### src/rtl/rx_sync_defs.sv
// Shared definitions for the Rx synchronisation controller: state codes,
// default timing parameters and the signal-loss window helper.
package rx_sync_defs;

  typedef enum logic [2:0] {
    S_IDLE     = 3'd0,
    S_FLUSH    = 3'd1,
    S_SEARCH   = 3'd2,
    S_PREAMBLE = 3'd3,
    S_ALIGN    = 3'd4,
    S_LOCKED   = 3'd5
  } state_t;

  localparam int unsigned FLUSH_CYCLES_DEF = 32;
  localparam int unsigned PD_TIMEOUT_DEF   = 65536;
  localparam int unsigned BD_TIMEOUT_DEF   = 65536;
  localparam int unsigned SD_LOSS_DEF      = 512;
  localparam int unsigned DWELL_W          = 20;

  // States in which a sustained SD_flag drop counts as loss of signal.
  function automatic logic in_loss_window(input state_t s);
    return s inside {S_PREAMBLE, S_ALIGN, S_LOCKED};
  endfunction

endpackage

### src/rtl/rx_sync_loss_det.sv
// Consecutive-low run counter on SD_flag; loss fires on the cycle the run
// reaches SD_LOSS. The run is held at zero while clear is high.
module rx_sync_loss_det
  import rx_sync_defs::*;
#(
  parameter int unsigned SD_LOSS = SD_LOSS_DEF
) (
  input  logic clk,
  input  logic rst_n,
  input  logic clear,
  input  logic sd_flag,
  output logic loss
);

  localparam int unsigned CW = $clog2(SD_LOSS + 1);
  localparam logic [CW-1:0] LAST = CW'(SD_LOSS - 1);

  logic [CW-1:0] run;

  always_ff @(posedge clk or negedge rst_n) begin
    if (!rst_n) begin
      run <= '0;
    end else if (clear || sd_flag) begin
      run <= '0;
    end else if (run != LAST) begin
      run <= run + CW'(1);
    end
  end

  assign loss = !clear && !sd_flag && (run == LAST);

endmodule

### src/rtl/rx_sync_ctrl.sv
// Rx link synchronisation controller: flush, search, preamble, align, lock,
// with dwell timeouts, signal-loss recovery and frame/relock statistics.
module rx_sync_ctrl
  import rx_sync_defs::*;
#(
  parameter int unsigned FLUSH_CYCLES = FLUSH_CYCLES_DEF,
  parameter int unsigned PD_TIMEOUT   = PD_TIMEOUT_DEF,
  parameter int unsigned BD_TIMEOUT   = BD_TIMEOUT_DEF,
  parameter int unsigned SD_LOSS      = SD_LOSS_DEF
) (
  input  logic        clk_32M768,
  input  logic        rst_n_32M768,
  input  logic        enable,
  input  logic        SD_flag,
  input  logic        PD_flag,
  input  logic        BD_flag,
  input  logic        BD_sgn,
  input  logic        rx_data_tvalid,
  input  logic        rx_data_tlast,
  output logic        rx_chain_rst_n,
  output logic        rx_gate,
  output logic        polarity_inv,
  output logic        lock,
  output logic [2:0]  state,
  output logic [15:0] frame_cnt,
  output logic [7:0]  relock_cnt,
  output logic        err_timeout
);

  localparam int unsigned FW = $clog2(FLUSH_CYCLES + 1);
  localparam logic [FW-1:0]      FLUSH_LAST = FW'(FLUSH_CYCLES - 1);
  localparam logic [DWELL_W-1:0] PD_LAST    = DWELL_W'(PD_TIMEOUT - 1);
  localparam logic [DWELL_W-1:0] BD_LAST    = DWELL_W'(BD_TIMEOUT - 1);

  state_t             st;
  state_t             nxt;
  logic [DWELL_W-1:0] dwell;
  logic [FW-1:0]      flush_cnt;
  logic               loss;
  logic               loss_clear;
  logic               timeout_hit;

  assign loss_clear = !in_loss_window(st);

  rx_sync_loss_det #(
    .SD_LOSS(SD_LOSS)
  ) u_loss_det (
    .clk     (clk_32M768),
    .rst_n   (rst_n_32M768),
    .clear   (loss_clear),
    .sd_flag (SD_flag),
    .loss    (loss)
  );

  // Priority: enable low, then signal loss, then advance flag, then timeout.
  always_comb begin
    nxt         = st;
    timeout_hit = 1'b0;
    if (!enable) begin
      nxt = S_IDLE;
    end else if (loss) begin
      nxt = S_FLUSH;
    end else begin
      case (st)
        S_IDLE:   nxt = S_FLUSH;
        S_FLUSH:  if (flush_cnt == FLUSH_LAST) nxt = S_SEARCH;
        S_SEARCH: if (SD_flag) nxt = S_PREAMBLE;
        S_PREAMBLE: begin
          if (PD_flag) begin
            nxt = S_ALIGN;
          end else if (dwell == PD_LAST) begin
            nxt         = S_FLUSH;
            timeout_hit = 1'b1;
          end
        end
        S_ALIGN: begin
          if (BD_flag) begin
            nxt = S_LOCKED;
          end else if (dwell == BD_LAST) begin
            nxt         = S_FLUSH;
            timeout_hit = 1'b1;
          end
        end
        S_LOCKED: nxt = S_LOCKED;
        default:  nxt = S_IDLE;
      endcase
    end
  end

  always_ff @(posedge clk_32M768 or negedge rst_n_32M768) begin
    if (!rst_n_32M768) begin
      st             <= S_IDLE;
      dwell          <= '0;
      flush_cnt      <= '0;
      rx_chain_rst_n <= 1'b0;
      rx_gate        <= 1'b0;
      lock           <= 1'b0;
      polarity_inv   <= 1'b0;
      err_timeout    <= 1'b0;
      frame_cnt      <= '0;
      relock_cnt     <= '0;
    end else begin
      st <= nxt;

      if (nxt != st) begin
        dwell <= '0;
      end else if (st == S_PREAMBLE || st == S_ALIGN) begin
        dwell <= dwell + DWELL_W'(1);
      end

      if (nxt != st) begin
        flush_cnt <= '0;
      end else if (st == S_FLUSH) begin
        flush_cnt <= flush_cnt + FW'(1);
      end

      rx_chain_rst_n <= nxt inside {S_SEARCH, S_PREAMBLE, S_ALIGN, S_LOCKED};
      rx_gate        <= (nxt == S_LOCKED);
      lock           <= (nxt == S_LOCKED);
      err_timeout    <= timeout_hit;

      if (st == S_ALIGN && nxt == S_LOCKED) begin
        polarity_inv <= BD_sgn;
      end

      if (nxt == S_FLUSH && st != S_FLUSH) begin
        frame_cnt <= '0;
      end else if (st == S_LOCKED && rx_data_tvalid && rx_data_tlast && frame_cnt != '1) begin
        frame_cnt <= frame_cnt + 16'd1;
      end

      if (enable && loss && st == S_LOCKED && relock_cnt != '1) begin
        relock_cnt <= relock_cnt + 8'd1;
      end
    end
  end

  assign state = st;

endmodule

### config.mk
export PLATFORM = sky130hd
export DESIGN_NAME = rx_sync_ctrl
export DESIGN_NICKNAME = d
export VERILOG_FILES = /design/src/rtl/rx_sync_defs.sv /design/src/rtl/rx_sync_loss_det.sv /design/src/rtl/rx_sync_ctrl.sv
export SDC_FILE = /design/constraint.sdc
export NUM_CORES = 1
export LEC_CHECK = 0
export CORE_ASPECT_RATIO = 0.8
export CORE_UTILIZATION = 51
export DETAILED_ROUTE_END_ITERATION = 6
export GPL_ROUTABILITY_DRIVEN = 0
export PLACE_DENSITY_LB_ADDON = 0.15
export SLEW_MARGIN = 10
export SYNTH_ARGS = -nofsm -noshare
export SYNTH_HDL_FRONTEND = slang
export SYNTH_SLANG_ARGS = --single-unit
### constraint.sdc
create_clock -name clk_32M768 -period 1.9 [get_ports clk_32M768]
set_input_delay 0.38 -clock clk_32M768 [delete_from_list [all_inputs] [get_ports clk_32M768]]
set_output_delay 0.38 -clock clk_32M768 [all_outputs]
set_load 0.005 [all_outputs]
# After elaboration in Yosys (flattened, before gate mapping)
# Cells that the tools add are included.
# Widths: inputs -> output; s select.
# classes
n_shift,0
add_sub_neg,5
n_reduce_logical,21
n_mux,22
n_eq_ne,18
magnitude_cmp,0
div,0
bitwise_logic,0
n_mul,0
# ops
cell,n
$mux 20,2
$mux 16,2
$mux 3,7
$add 20x1->20 const B,1
$eq 20x16->1 const B,1
$mux 10,2
$pmux 3 s6,1
$add 16x1->16 const B,1
$ne 16x16->1 const B,1
$eq 3x2->1 const B,4
$eq 3x3->1 const B,4
$mux 6,2
$add 10x1->10 const B,1
$eq 10x9->1 const B,1
$logic_and 1x1->1,10
$ne 10x9->1 const B,1
$add 8x1->8 const B,1
$ne 8x8->1 const B,1
$reduce_bool 2->1,4
$add 6x1->6 const B,1
$eq 3x1->1 const B,2
$eq 6x5->1 const B,1
$mux 1,5
$reduce_bool 4->1,1
7 further kinds,9
# totals
latch_bits,0
ff_bits,67
mem_bits_ro,0
input_bits,9
n_memories,0
out_inout_bits,32
mem_bits_rw,0

# Logic depth before layout (Yosys ltp)
# depth
ltp_word,9
ltp_mapped,9
mapped_depth_nobuf,7

# Hierarchy
# A second synthesis with hierarchy kept.
# unflattened
cells_unflattened,373
hier_area_um2,3608.5
# modules_own_cells
mod,area_per_inst_um2,cells_each,instances
rx_sync_ctrl,3056.7,316,1
rx_sync_loss_det,551.8,57,1

# Worst setup path before layout
# OpenSTA, ideal clock, no wires.
# synth_timing
path_kind,reg2reg
from,register u_loss_det.run[0]
to,register dwell[12]
path_slack_ns,-0.160
stages_incl_launch_ff,10
required_ns,1.763
arrival_ns,1.923
synth_period_minus_slack_ns,2.060
setup_time_ns,0.137
path_cell_list,dfrtp_1 -> ha_1 -> nand3_2 -> or3_1 -> buf_2 -> o21ai_2 -> a2111oi_4 -> o22ai_4 -> buf_6 -> nor3_2
# synth_between
elab_chain_len,6
# synth_rtl
element,line_no,source
start: declaration,rx_sync_loss_det.sv:18,logic [CW-1:0] run;
start signal: assignment,rx_sync_loss_det.sv:26,run <= run + CW'(1);
$eq 10x9->1 (*),rx_sync_loss_det.sv:30,assign loss = !clear && !sd_flag && (run == LAST);
$logic_and 1x1->1 (*),rx_sync_loss_det.sv:30,
$mux 3 (*),rx_sync_ctrl.sv:61,end else if (loss) begin
$mux 3 (*),rx_sync_ctrl.sv:59,if (!enable) begin
$ne 3x3->1 (*),rx_sync_ctrl.sv:105,if (nxt != st) begin
$mux 20 or $reduce_bool 2->1 (tied branches),-,
end signal: assignment,rx_sync_ctrl.sv:108,dwell <= dwell + DWELL_W'(1);
end: declaration,rx_sync_ctrl.sv:37,logic [DWELL_W-1:0] dwell;
# Mark *: on every way between the ends. The rest lies on a longest branch, timed or not.
# A chain may end at the register's enable or synchronous reset.

# Worst setup path in the final report
# layout_timing
from,register flush_cnt[0]
to,register dwell[9]
# layout_between
elab_chain_len,7
# layout_rtl
element,line_no,source
start: declaration,rx_sync_ctrl.sv:38,logic [FW-1:0] flush_cnt;
start signal: assignment,rx_sync_ctrl.sv:114,flush_cnt <= flush_cnt + FW'(1);
$eq 6x5->1 (*),rx_sync_ctrl.sv:66,S_FLUSH: if (flush_cnt == FLUSH_LAST) nxt = S_SEARCH;
$mux 3 (*),rx_sync_ctrl.sv:66,
$pmux 3 s6 (*),rx_sync_ctrl.sv:64,case (st)
$mux 3 (*),rx_sync_ctrl.sv:61,
$mux 3 (*),rx_sync_ctrl.sv:59,
$ne 3x3->1 (*),rx_sync_ctrl.sv:105,
$mux 20 or $reduce_bool 2->1 (tied branches),-,
# Marked as above.

==> impl_metrics.py <==
metrics = {
    "layout": {
        "area_growth_pct": 50.28,
        "layout-drive-gt1-share": 0.4459,
        "nNetsFinal": 537,
        "final_util": 0.8109,
        "stdcell_area_sq_um": 5725,
        "fin_cells": 614,
        "antenna_cells": 0,
    },
    "grt": {
        "antenna_found_initial": 0,
        "grt_pass1_vias": 3494,
        "grt_max_degree": 68,
        "overflow": 0,
        "grt_pass1_wl_microns": 16570,
        "grt.total_usage": 0.2742,
    },
    "logic_synthesis": {
        "synth_most_common_cell": "dfrtp_1",
        "synth_compound_area_frac": 0.07750,
        "synth_nets": 384,
        "synth_common_cells": "dfrtp_1 (67), nor2_1 (42), nand2_1 (32), xnor2_1 (24), xor2_1 (23)",
        "synthAdderAreaFrac": 0.01642,
        "muxShareOfSynthArea": 0.01642,
        "synth_flop_cell": "dfrtp_1",
        "synth_cell_types": 63,
        "synth_top_area_frac": 0.4401,
        "synth_xor_area_frac": 0.1080,
        "ys_warn_count": 0,
        "synth_top_family_by_area": "simple AND/OR/NAND/NOR gates",
        "yosys_register_bits": 67,
        "seq_area_frac_synth": 0.4401,
        "synth_area_leaders": "dfrtp_1 (44%), nor3_2 (5.8%), xnor2_1 (5.5%), xor2_1 (5.3%), nor2_1 (4.1%)",
        "synth-edff-count": 0,
        "synth_area_sq_um": 3810,
        "syn_area_per_cell_sq_um": 10.30,
        "synth_area_leader_cell": "dfrtp_1",
        "ys_async_sr_fraction": 1.000,
        "syn-instance-count": 370,
        "synthSimpleGateAreaFrac": 0.3087,
    },
    "pwr": {
        "powerDensity_nw_per_um2": 501.7,
        "p_leak_nw": 2.537,
        "total_power_mw": 2.873,
        "ir_drop_v": 0.0003462,
    },
    "drt": {
        "drt_iter0_drc": 222,
        "vias": 3452,
        "wl_per_cell_microns": 17.05,
        "via_per_inst": 5.622,
        "wl_microns": 10470,
        "first_pass_iters": 4,
        "ant_nets": 0,
        "drc_errors": 0,
    },
    "place": {
        "place_area_sq_um": 4994,
        "dp_hpwl_microns": 6399,
        "dp.cells": 574,
        "port_buffers": 40,
        "place_ws_ns": -0.3789,
    },
    "clock_tree": {
        "cts_sinks": 67,
        "path_clk_slew_ns": 0.08,
        "cts-htree-levels": 3,
        "clk-insertion-delay-late_ns": 0.35,
        "cts_tree": "built",
        "root_buffer": "clkbuf_8",
        "cts_buffers": 9,
        "clk_path_buf_depth": 2,
    },
    "critical_path": {
        "crit_required_ns": 2.17,
        "crit_type": "reg -> reg",
        "crit_chain": "ha_2 -> and4b_2 -> a22oi_2 -> buf_4 -> a2111oi_4 -> o22ai_4 -> buf_12 -> nor3_1",
        "arrival_ns": 2.36,
        "critPathTopFamily": "compound AO/OA/AOI/OAI gates",
        "cpMaxStageDelayCell": "a2111oi_4",
        "slowest_delay_ns": 0.41,
        "crit_fanout": 17,
        "end_kind": "flop",
        "crit_path_start_kind": "flop",
        "critical_path_buf_inv_count": 2,
    },
    "sta": {
        "setup_ws_ns": -0.1972,
        "fin_crit_sh": 1.104,
        "relSlewSlack": 0.6805,
        "min_period_ns": 2.097,
        "tns_ns": -6.572,
        "hold_slack_ns": 0.02841,
        "setup_viol": 48,
        "finalMaxSlewViolations": 0,
        "tightest_slew_ns": 0.4772,
        "finalHoldViolations": 0,
        "fmax_mhz": 476.8,
        "rsz0062_at_grt": "true",
        "finClkSkew_ns": 0.009279,
    },
    "floorplan": {
        "die_h_microns": 79.31,
        "ios": 41,
        "start_util": 0.5396,
        "core_sq_um": 7061,
        "die_area_sq_um": 7822,
        "die_w_microns": 98.64,
        "rows": 27,
    },
    "run": {
        "drv_cap": 0,
    },
    "outcome": {
        "violations": "negative setup slack",
        "status": "finished, violations left",
    },
    "worst_hold_path": {
        "hp-class": "in -> async",
    },
}
## worst reg2reg max path: stages (launching register included)
cell,delay [ns]
dfrtp_1,0.36
ha_2,0.18
and4b_2,0.25
a22oi_2,0.12
buf_4,0.17
a2111oi_4,0.41
o22ai_4,0.16
buf_12,0.18
nor3_1,0.18
## state kept, by name, summed over array words and instances, names as in the netlist
| name | flops |
|---|---|
| dwell | 20 |
| err_timeout | 1 |
| flush_cnt | 6 |
| frame_cnt | 16 |
| lock | 1 |
| polarity_inv | 1 |
| relock_cnt | 8 |
| rx_chain_rst_n | 1 |
| state | 3 |
| u_loss_det.run | 10 |
## layout make-up
type / instances / area [sq um]
well taps: 87 / 108.9
fillers: 396 / 1335
clock inverters: 5 / 53.80
repair buffers: 157 / 1384
multi-input cells: 285 / 2350
clock buffers: 10 / 137.6
inverters: 3 / 11.26
flip-flops and latches: 67 / 1680
## where the power goes
group	switching [mW]	total (mW)	internal (mW)
clock network	0.554	1.18	0.630
logic	0.129	0.244	0.115
registers	0.00871	1.44	1.44
total	0.692	2.87	2.18
## worst paths after layout
check | end | cells past startpoint | slack [ns] | start
max | dwell[9] | 8 | -0.20 | flush_cnt[0]
min | relock_cnt[5] | 2 | 0.03 | rst_n_32M768
max reg2reg | dwell[9] | 8 | -0.20 | flush_cnt[0]
min reg2reg | relock_cnt[7] | 1 | 0.50 | relock_cnt[7]
max in group asynchronous | state[1] | 2 | 1.56 | rst_n_32M768
min in group clk_32M768 | relock_cnt[7] | 1 | 0.50 | relock_cnt[7]
## cells by family after synthesis
family / count (synthesis)
buffers and inverters: 18
DFF: 67
AOI/OAI and AO/OA: 33
muxes: 6
and+or+nand+nor: 194
xor gates and xnor gates: 47
adders and majority gates: 5
## placed cells by master, fill, tap and decap left out, types with 3 or more instances in the layout
cell	n
a21oi_1	4
and2_1	4
and3_1	16
and3_4	3
and4_1	3
buf_12	4
buf_4	101
buf_6	11
clkbuf_8	10
clkdlybuf4s50_1	38
clkinv_2	3
dfrtp_1	64
dfrtp_2	3
ha_1	3
inv_1	3
mux2i_1	4
nand2_1	26
nand2_2	5
nand3_1	11
nand4_1	16
nor2_1	29
nor2_2	7
nor2_4	6
nor3_1	8
nor3_2	23
nor3_4	4
nor3b_2	4
o21ai_0	3
o21ai_1	3
xnor2_1	22
xor2_1	22
## layer usage
layer,vias up,global-route usage,part of all wire
met3,15,0.06074,0.046
met1,1715,0.3419,0.43
li1,1620,-,-
met5,-,0,0
met2,102,0.4732,0.51
met4,0,0.09552,0.015
## timing repair
action | 4_1_cts | 5_1_grt
cloned | 1 | 0
gates resized for setup | 44 | 38
endpoints found under the setup margin | 51 | 52
pin swaps | 16 | 14
hold buffers | 0 | 0
setup buffers | 15 | 10
Note: power is estimated with default switching activity, not from simulation.
